## src/rtl/seg7_pkg.sv

```systemverilog
// Shared definitions for the 4-digit multiplexed 7-segment display driver:
// active-low segment font, conversion FSM states and the BCD adjust step.
package seg7_pkg;

  localparam logic [6:0] SEG_0     = 7'h40;
  localparam logic [6:0] SEG_1     = 7'h79;
  localparam logic [6:0] SEG_2     = 7'h24;
  localparam logic [6:0] SEG_3     = 7'h30;
  localparam logic [6:0] SEG_4     = 7'h19;
  localparam logic [6:0] SEG_5     = 7'h12;
  localparam logic [6:0] SEG_6     = 7'h02;
  localparam logic [6:0] SEG_7     = 7'h78;
  localparam logic [6:0] SEG_8     = 7'h00;
  localparam logic [6:0] SEG_9     = 7'h10;
  localparam logic [6:0] SEG_BLANK = 7'h7F;

  typedef enum logic [1:0] {
    ST_IDLE  = 2'd0,
    ST_LOAD  = 2'd1,
    ST_SHIFT = 2'd2,
    ST_DONE  = 2'd3
  } conv_state_e;

  function automatic logic [6:0] seg7_font(input logic [3:0] digit);
    logic [6:0] pattern;
    case (digit)
      4'd0:    pattern = SEG_0;
      4'd1:    pattern = SEG_1;
      4'd2:    pattern = SEG_2;
      4'd3:    pattern = SEG_3;
      4'd4:    pattern = SEG_4;
      4'd5:    pattern = SEG_5;
      4'd6:    pattern = SEG_6;
      4'd7:    pattern = SEG_7;
      4'd8:    pattern = SEG_8;
      4'd9:    pattern = SEG_9;
      default: pattern = SEG_BLANK;
    endcase
    return pattern;
  endfunction

  function automatic logic [3:0] bcd_adj(input logic [3:0] nibble);
    return (nibble >= 4'd5) ? (nibble + 4'd3) : nibble;
  endfunction

endpackage

```

## src/rtl/bin2bcd_seq.sv

```systemverilog
// Sequential shift-add-3 converter: one 8-bit binary value to 3-digit BCD,
// one bit per clock after start; done flags the cycle of the final shift.
module bin2bcd_seq #(
  parameter logic [3:0] CONV_BITS = 4'd8
) (
  input  logic        clk,
  input  logic        sys_reset_n,
  input  logic        start,
  input  logic [7:0]  bin,
  output logic [11:0] bcd,
  output logic        done
);
  import seg7_pkg::*;

  logic [7:0]  r_bin;
  logic [11:0] r_bcd;
  logic [3:0]  r_cnt;
  logic        r_active;
  logic [11:0] w_adj;

  assign w_adj = {bcd_adj(r_bcd[11:8]), bcd_adj(r_bcd[7:4]), bcd_adj(r_bcd[3:0])};

  // Load on start, then adjust-and-shift once per cycle for CONV_BITS cycles
  always_ff @(posedge clk or negedge sys_reset_n) begin
    if (!sys_reset_n) begin
      r_bin    <= 8'd0;
      r_bcd    <= 12'd0;
      r_cnt    <= 4'd0;
      r_active <= 1'b0;
    end else if (start) begin
      r_bin    <= bin;
      r_bcd    <= 12'd0;
      r_cnt    <= 4'd0;
      r_active <= 1'b1;
    end else if (r_active) begin
      r_bcd <= {w_adj[10:0], r_bin[7]};
      r_bin <= {r_bin[6:0], 1'b0};
      r_cnt <= r_cnt + 4'd1;
      if (r_cnt == (CONV_BITS - 4'd1)) begin
        r_active <= 1'b0;
      end
    end
  end

  assign bcd  = r_bcd;
  assign done = r_active && (r_cnt == (CONV_BITS - 4'd1));

endmodule

```

## src/rtl/seg7_scan_driver.sv

```systemverilog
// Converts two binary fields to BCD, holds them in digit registers updated
// atomically, and scans them onto a 4-digit common-anode display.
module seg7_scan_driver #(
  parameter logic [15:0] SCAN_DIV  = 16'd49_999,
  parameter logic [3:0]  CONV_BITS = 4'd8
) (
  input  logic       clk,
  input  logic       sys_reset_n,
  input  logic       EN,
  input  logic [7:0] data_hi,
  input  logic [7:0] data_lo,
  input  logic [3:0] point,
  output logic [3:0] sel,
  output logic [7:0] seg,
  output logic       busy
);
  import seg7_pkg::*;

  conv_state_e     r_state;
  conv_state_e     w_next;
  logic [7:0]      r_shadow_hi;
  logic [7:0]      r_shadow_lo;
  logic [3:0][3:0] r_digits;
  logic            r_busy;
  logic [15:0]     r_presc;
  logic [1:0]      r_idx;
  logic [3:0]      r_sel;
  logic [7:0]      r_seg;
  logic            w_start;
  logic [11:0]     w_bcd_hi;
  logic [11:0]     w_bcd_lo;
  logic            w_done_hi;
  logic            w_done_lo;
  logic [7:0]      w_pair_hi;
  logic [7:0]      w_pair_lo;

  assign w_start = (r_state == ST_LOAD);

  bin2bcd_seq #(.CONV_BITS(CONV_BITS)) u_conv_hi (
    .clk(clk), .sys_reset_n(sys_reset_n), .start(w_start),
    .bin(data_hi), .bcd(w_bcd_hi), .done(w_done_hi)
  );

  bin2bcd_seq #(.CONV_BITS(CONV_BITS)) u_conv_lo (
    .clk(clk), .sys_reset_n(sys_reset_n), .start(w_start),
    .bin(data_lo), .bcd(w_bcd_lo), .done(w_done_lo)
  );

  // Values of 100 and above cannot fit two digits, so they saturate to 99
  assign w_pair_hi = (w_bcd_hi[11:8] != 4'd0) ? 8'h99 : w_bcd_hi[7:0];
  assign w_pair_lo = (w_bcd_lo[11:8] != 4'd0) ? 8'h99 : w_bcd_lo[7:0];

  // Conversion FSM state register
  always_ff @(posedge clk or negedge sys_reset_n) begin
    if (!sys_reset_n) begin
      r_state <= ST_IDLE;
    end else begin
      r_state <= w_next;
    end
  end

  // Conversion FSM next-state logic
  always_comb begin
    w_next = r_state;
    case (r_state)
      ST_IDLE: begin
        if ((data_hi != r_shadow_hi) || (data_lo != r_shadow_lo)) begin
          w_next = ST_LOAD;
        end else begin
          w_next = ST_IDLE;
        end
      end
      ST_LOAD: w_next = ST_SHIFT;
      ST_SHIFT: begin
        if (w_done_hi && w_done_lo) begin
          w_next = ST_DONE;
        end else begin
          w_next = ST_SHIFT;
        end
      end
      ST_DONE: w_next = ST_IDLE;
      default: w_next = ST_IDLE;
    endcase
  end

  // Shadow copies, busy flag and atomic digit update
  always_ff @(posedge clk or negedge sys_reset_n) begin
    if (!sys_reset_n) begin
      r_shadow_hi <= 8'd0;
      r_shadow_lo <= 8'd0;
      r_digits    <= 16'd0;
      r_busy      <= 1'b0;
    end else if (r_state == ST_LOAD) begin
      r_shadow_hi <= data_hi;
      r_shadow_lo <= data_lo;
      r_busy      <= 1'b1;
    end else if (r_state == ST_DONE) begin
      r_digits <= {w_pair_hi, w_pair_lo};
      r_busy   <= 1'b0;
    end
  end

  // Digit-slot prescaler and scan index, frozen while disabled
  always_ff @(posedge clk or negedge sys_reset_n) begin
    if (!sys_reset_n) begin
      r_presc <= 16'd0;
      r_idx   <= 2'd0;
    end else if (EN) begin
      if (r_presc == SCAN_DIV) begin
        r_presc <= 16'd0;
        r_idx   <= r_idx + 2'd1;
      end else begin
        r_presc <= r_presc + 16'd1;
      end
    end
  end

  // Registered digit select and segment drive; point bypasses conversion
  always_ff @(posedge clk or negedge sys_reset_n) begin
    if (!sys_reset_n) begin
      r_sel <= 4'hF;
      r_seg <= 8'hFF;
    end else if (EN) begin
      r_sel <= ~(4'b0001 << r_idx);
      r_seg <= {~point[r_idx], seg7_font(r_digits[r_idx])};
    end else begin
      r_sel <= 4'hF;
      r_seg <= 8'hFF;
    end
  end

  assign sel  = r_sel;
  assign seg  = r_seg;
  assign busy = r_busy;

endmodule

```

## config.mk

```make
export PLATFORM = sky130hd
export DESIGN_NAME = seg7_scan_driver
export DESIGN_NICKNAME = d
export VERILOG_FILES = /design/src/rtl/seg7_pkg.sv /design/src/rtl/bin2bcd_seq.sv /design/src/rtl/seg7_scan_driver.sv
export SDC_FILE = /design/constraint.sdc
export NUM_CORES = 1
export LEC_CHECK = 0
export BUFFER_PORTS_ARGS = -buffer_cell sky130_fd_sc_hd__buf_2
export CAP_MARGIN = 20
export CORE_AREA = 3 3 132 134
export DETAILED_ROUTE_END_ITERATION = 8
export DIE_AREA = 0 0 135 137
export PLACE_DENSITY = 0.48
export REMOVE_ABC_BUFFERS = 1
export SLEW_MARGIN = 20
export SYNTH_ARGS = -nofsm -noshare
export SYNTH_HDL_FRONTEND = slang
export SYNTH_SLANG_ARGS = --single-unit
export TNS_END_PERCENT = 1
```

## constraint.sdc

```tcl
create_clock -name clk -period 2.15 [get_ports clk]
set_clock_uncertainty 0.05 [all_clocks]
set_input_delay 0.1075 -clock clk [delete_from_list [all_inputs] [get_ports clk]]
set_output_delay 0.1075 -clock clk [all_outputs]
set_load 0.01 [all_outputs]
```

Word-level counts from Yosys, hierarchy flattened
Memories as Yosys holds them, arrays and structs flattened.
Cells that the tools add are included.
{"block": "totals", "output_inout_bits": 13, "n_memories": 1, "ff_bits": 115, "ram_bits": 0, "latch_bits": 0, "rom_bits": 112, "word_cells": 100, "in_bits": 23}
{"name": "(no name shown)", "depth": 16, "width": 7, "read_ports": 1, "rd_ports_with_merged_regs": 0, "wr": 0, "line_no": "seg7_pkg.sv:26", "source": "case (digit)"}
{"block": "classes", "addsub": 10, "n_reduce_logical": 12, "mul": 0, "div": 0, "shifts": 1, "bitwise_logic": 3, "n_mux": 38, "eq_ne": 8, "n_lt_le_gt_ge": 7}
{"cell": "2-to-1 mux 8 bit", "count": 7}
{"cell": "2-to-1 mux 12 bit", "count": 4}
{"cell": "2-to-1 mux 4 bit", "count": 10}
{"cell": "greater-or-equal comparator 4 x 3 -> 1 bit (second input constant)", "count": 6}
{"cell": "adder 16 x 1 -> 16 bit (second input constant)", "count": 1}
{"cell": "adder 4 x 2 -> 4 bit (second input constant)", "count": 4}
{"cell": "equality test 16 bit (second input constant)", "count": 1}
{"cell": "2-to-1 mux 16 bit", "count": 1}
{"cell": "!= test 8 bit", "count": 2}
{"cell": "2-to-1 mux 1 bit", "count": 11}
{"cell": "adder 4 x 1 -> 4 bit (second input constant)", "count": 2}
{"cell": "binary-select mux 4 bit (select 2 bit)", "count": 1}
{"cell": "equality test 4 x 3 -> 1 bit (second input constant)", "count": 2}
{"cell": "case mux 2 bit (4 select lines)", "count": 1}
{"cell": "nonzero test 4 bit", "count": 2}
{"cell": "adder 3 x 2 -> 3 bit (second input constant)", "count": 2}
{"cell": "2-to-1 mux 3 bit", "count": 2}
{"cell": "nonzero test 2 bit", "count": 3}
{"cell": "equality test 2 bit (second input constant)", "count": 2}
{"cell": "inverter 4 bit", "count": 1}
{"cell": "AND reduction 2 bit", "count": 2}
{"cell": "<< shifter 1 x 2 -> 4 bit (first input constant)", "count": 1}
{"cell": "logical AND 1 bit", "count": 3}
{"cell": "< comparator 2 x 3 -> 1 bit (second input constant)", "count": 1}
{"cell": "6 further kinds", "count": 7}

Logic depth before layout (Yosys ltp)
{"block": "depth", "depth_word": 5, "mapped_depth": 8, "ltp_nobuf": 7}

Cells and area by module
From an unflattened synthesis, not the netlist that was laid out.
{"block": "hier_totals", "cells_unflattened": 522, "hier_area_um2": 5791.8}
{"module": "seg7_scan_driver", "instances": 1, "area_each_um2": 3106.7, "cells_each": 251, "seq_area_each_um2": 1641.6}
{"module": "bin2bcd_seq (u_conv_lo)", "instances": 1, "area_each_um2": 1352.5, "cells_each": 135, "seq_area_each_um2": 625.6}
{"module": "bin2bcd_seq (u_conv_hi)", "instances": 1, "area_each_um2": 1332.5, "cells_each": 136, "seq_area_each_um2": 625.6}

Worst setup path before layout
Ideal clock, no wire load.
{"block": "synth_path", "kind": "register to register", "from": "register r_idx[0]", "to": "register r_seg[3] (netlist: seg[3])", "path_stages_with_launch": 8, "slack_ns": 0.325, "synth_period_minus_slack_ns": 1.825, "required_ns": 2.021, "setup_ns": 0.079, "arrival_time_ns": 1.696, "path_buffers": 1, "cell_sequence": "dfrtp_1 > buf_6 > mux4_1 > inv_1 > ha_1 > nand2_1 > o21ai_0 > o21ai_0"}
{"block": "synth_between", "elab_chain_len": 4}
{"element": "start: declaration", "line_no": "seg7_scan_driver.sv:26", "source": "logic [1:0] r_idx;"}
{"element": "start signal: assignment", "line_no": "seg7_scan_driver.sv:111", "source": "r_idx <= r_idx + 2'd1;"}
{"element": "binary-select mux 4 bit (select 2 bit)", "line_no": "seg7_scan_driver.sv:125", "source": "r_seg <= {~point[r_idx], seg7_font(r_digits[r_idx])};"}
{"element": "2-to-1 mux 4 bit (implied by the code)", "line_no": "seg7_scan_driver.sv:125"}
{"element": "memory (16 x 7 bit)"}
{"element": "2-to-1 mux 8 bit", "line_no": "seg7_scan_driver.sv:123", "source": "end else if (EN) begin"}
{"element": "end signal: assignment", "line_no": "seg7_scan_driver.sv:125"}
{"element": "end: declaration", "line_no": "seg7_scan_driver.sv:28", "source": "logic [7:0] r_seg;"}
Every way passes these cells. The select of a mux whose other input is x is not followed.
A chain may end at the register's enable or synchronous reset.

Final worst setup path
{"block": "layout_path", "from": "register r_idx[0]", "to": "register r_seg[7] (netlist: seg[7])"}
{"block": "layout_between", "elab_chain_len": 4}
{"element": "binary-select mux 1 bit (select 2 bit)", "line_no": "seg7_scan_driver.sv:125"}
{"element": "2-to-1 mux 1 bit (implied by the code)", "line_no": "seg7_scan_driver.sv:125"}
{"element": "inverter 1 bit", "line_no": "seg7_scan_driver.sv:125"}
{"element": "2-to-1 mux 8 bit", "line_no": "seg7_scan_driver.sv:123"}
Every way passes these cells. The select of a mux whose other input is x is not followed.

==> flow_summary.ini <==
[status]
status = completed

[global_route]
overflow = 0
grt_pass1_vias = 4112
grt_antenna_before_repair = 0
grt_max_degree = 58
grt_first_pass_wirelength_um = 19300
track_usage = 0.131

[clock_tree]
clk_pin_slew_ns = 0.05
holdBufCountCts = 20
clk_path_buf_depth = 2
cts_root_buf = clkbuf_16
clock_latency_ns = 0.41
clock-sinks = 115
cts_resized = 0
cts_buffers = 17
post_cts_buffers = 0
tritoncts = done
htreeDepth = 4

[die]
die_h_um = 137
num_rows = 47
dieArea_um2 = 18500
die_w_um = 135
pin_count = 36
initial_utilization = 0.345
core_area_um2 = 16400

[worst_setup_path]
critPathKind = reg2reg
path_buf_inv = 2
cp-start-kind = register
cp.depth = 4
r2r-start = r_idx[0]
slowest_stage = dlygate4sd3_1
cp_top_family = buffers and inverters
endpoint_kind = register
cp_max_fo = 6
crit_arrival_ns = 2.17
cp.required_ns = 2.45
path_cells = buf_4 > mux4_1 > dlygate4sd3_1 > nand2_1
cp_slowest_stage_delay_ns = 0.57
reg2regPathDepth = 4
crit_start = r_idx[0]

[routing]
wire_per_inst_um = 13.1
dr.pass1.iters = 4
viasPerCell = 4.80
routed_wl_um = 10900
vias = 4009
drtAntennaViolNets = 0
drc_errors = 0
first_iter_violations = 196

[logic_synthesis]
synth_cell_types = 42
syn_area_um2 = 5670
synthFlopType = dfrtp_1
syn_inst = 539
ys_seq_elements = 115
ys_seq_area_frac = 0.510
avgSynthCellArea_um2 = 10.5
synth_edf_count = 0
synthArstFlopShare = 1.00
synth.yosys.warnings = 0

[final_layout]
final_cell_mix = dfrtp_1, o21ai_0, nand2_1
antennaDiodeCount = 0
fin_cells = 835
fin_nets = 655
drive_above_1_share = 0.154
area_growth_syn_to_layout_pct = 21.9
final_common_cell = dfrtp_1

[timing]
period_needed_ns = 1.86
hold_slack_ns = 0.149
drv_slew = 0
timing.final.crit_share = 0.867
fmax_mhz = 536
tns_ns = 0
hold_viol = 0
setup_viol = 0
rsz0062_at_grt = no
worst_slew_pin_slew_ns = 0.437
max_slew_margin = 0.708

[place]
dp_hpwl_um = 7400
gp_congestion = 0.832
placedCellCount = 783
io_buffer_count = 35

[power]
peakVddDrop_mv = 0.683
power_density_nw_per_um2 = 1420
p_leak_nw = 3.21

[worst_hold_path]
min_path_type = in2async

[job]
cap_violations = 0
## cell usage after synthesis, types with 2 or more instances
master      n  area (um2)
nor4b_1     2        17.5
and4_1      2        17.5
a21o_1      6        45.0
mux2i_1    30         300
o31ai_1     2        15.0
mux4_2      2        45.0
xor2_1     10        87.6
and3_1      3        18.8
a21oi_1    22         110
nand2_1    48         180
o211ai_1    3        22.5
a22o_1      8        70.1
mux4_1      3        78.8
clkbuf_1   18        67.6
dfstp_2    12         315
buf_2       4        20.0
ha_1       30         375
nor2_1     38         143
dfrtp_1   103        2580
nor3_1      7        35.0
o22a_1      4        35.0
nand3b_1    2        15.0
nand2b_1   13        81.3
nand4_1    11        68.8
inv_1      37         139
or4b_2      2        20.0
nand3_1    17        85.1
xnor2_1    35         307
o21ai_0    49         245
buf_6       2        22.5
nor4_1      3        18.8
## state kept, by name, indices dropped and copies added, names as in the netlist, 2 cells and up
name	cells
r_state	2
r_idx	2
u_conv_lo.r_cnt	4
seg	8
u_conv_hi.r_bin	8
u_conv_hi.r_cnt	4
r_shadow_hi	8
u_conv_lo.bcd	12
r_digits	16
r_shadow_lo	8
r_presc	16
sel	4
u_conv_lo.r_bin	8
u_conv_hi.bcd	12
## power breakdown
group	switching [mW]	internal, mW	total, mW
Sequential	0.656	3.07	3.72
Clock	0.924	1.78	2.71
Combinational	1.76	1.59	3.35
Total	3.34	6.44	9.78
## path summary, 6_finish.rpt
check	endpoint	slack (ns)
max in group asynchronous	sel[1]	1.24
min reg2reg	busy	0.43
max	seg[7]	0.29
min	r_digits[6]	0.15
min in group clk	busy	0.43
max reg2reg	seg[7]	0.29
## final cells by class
class                      instances  area, um2
fill                            1595       9500
clock buffer                      25        485
tap                              220        275
inverter                          37        139
clock inverter                     7       85.1
timing repair buffer              68        500
sequential                       115       2890
multi-input combinational        363       2530
## cells by family after synthesis
logic type | synth area share
adders and majority gates | 0.0662
xor gates and xnor gates | 0.0696
DFF | 0.510
muxes | 0.0749
AOI/OAI and AO/OA | 0.104
and+or+nand+nor | 0.131
buffers and inverters | 0.0439
## layer usage
metal  GRT usage  part of all wire
met1       0.160              0.47
met2       0.215              0.47
met3      0.0390             0.043
met4      0.0582             0.019
met5           0                 0
## stage by stage
step | cell area [um2] | util | power (mW) | setup WS [ns]
after floorplan | 5560 | - | 6.15 | -0.112
after global placement | 6130 | 0.374 | 7.00 | 0.334
after detailed placement | 6130 | 0.374 | 7.13 | 0.304
after CTS | 6910 | 0.421 | 9.95 | 0.275
after global routing | 6910 | 0.421 | 10.6 | 0.131
final | 6910 | 0.421 | 9.78 | 0.285
Note: power is estimated with default switching activity, not from simulation.
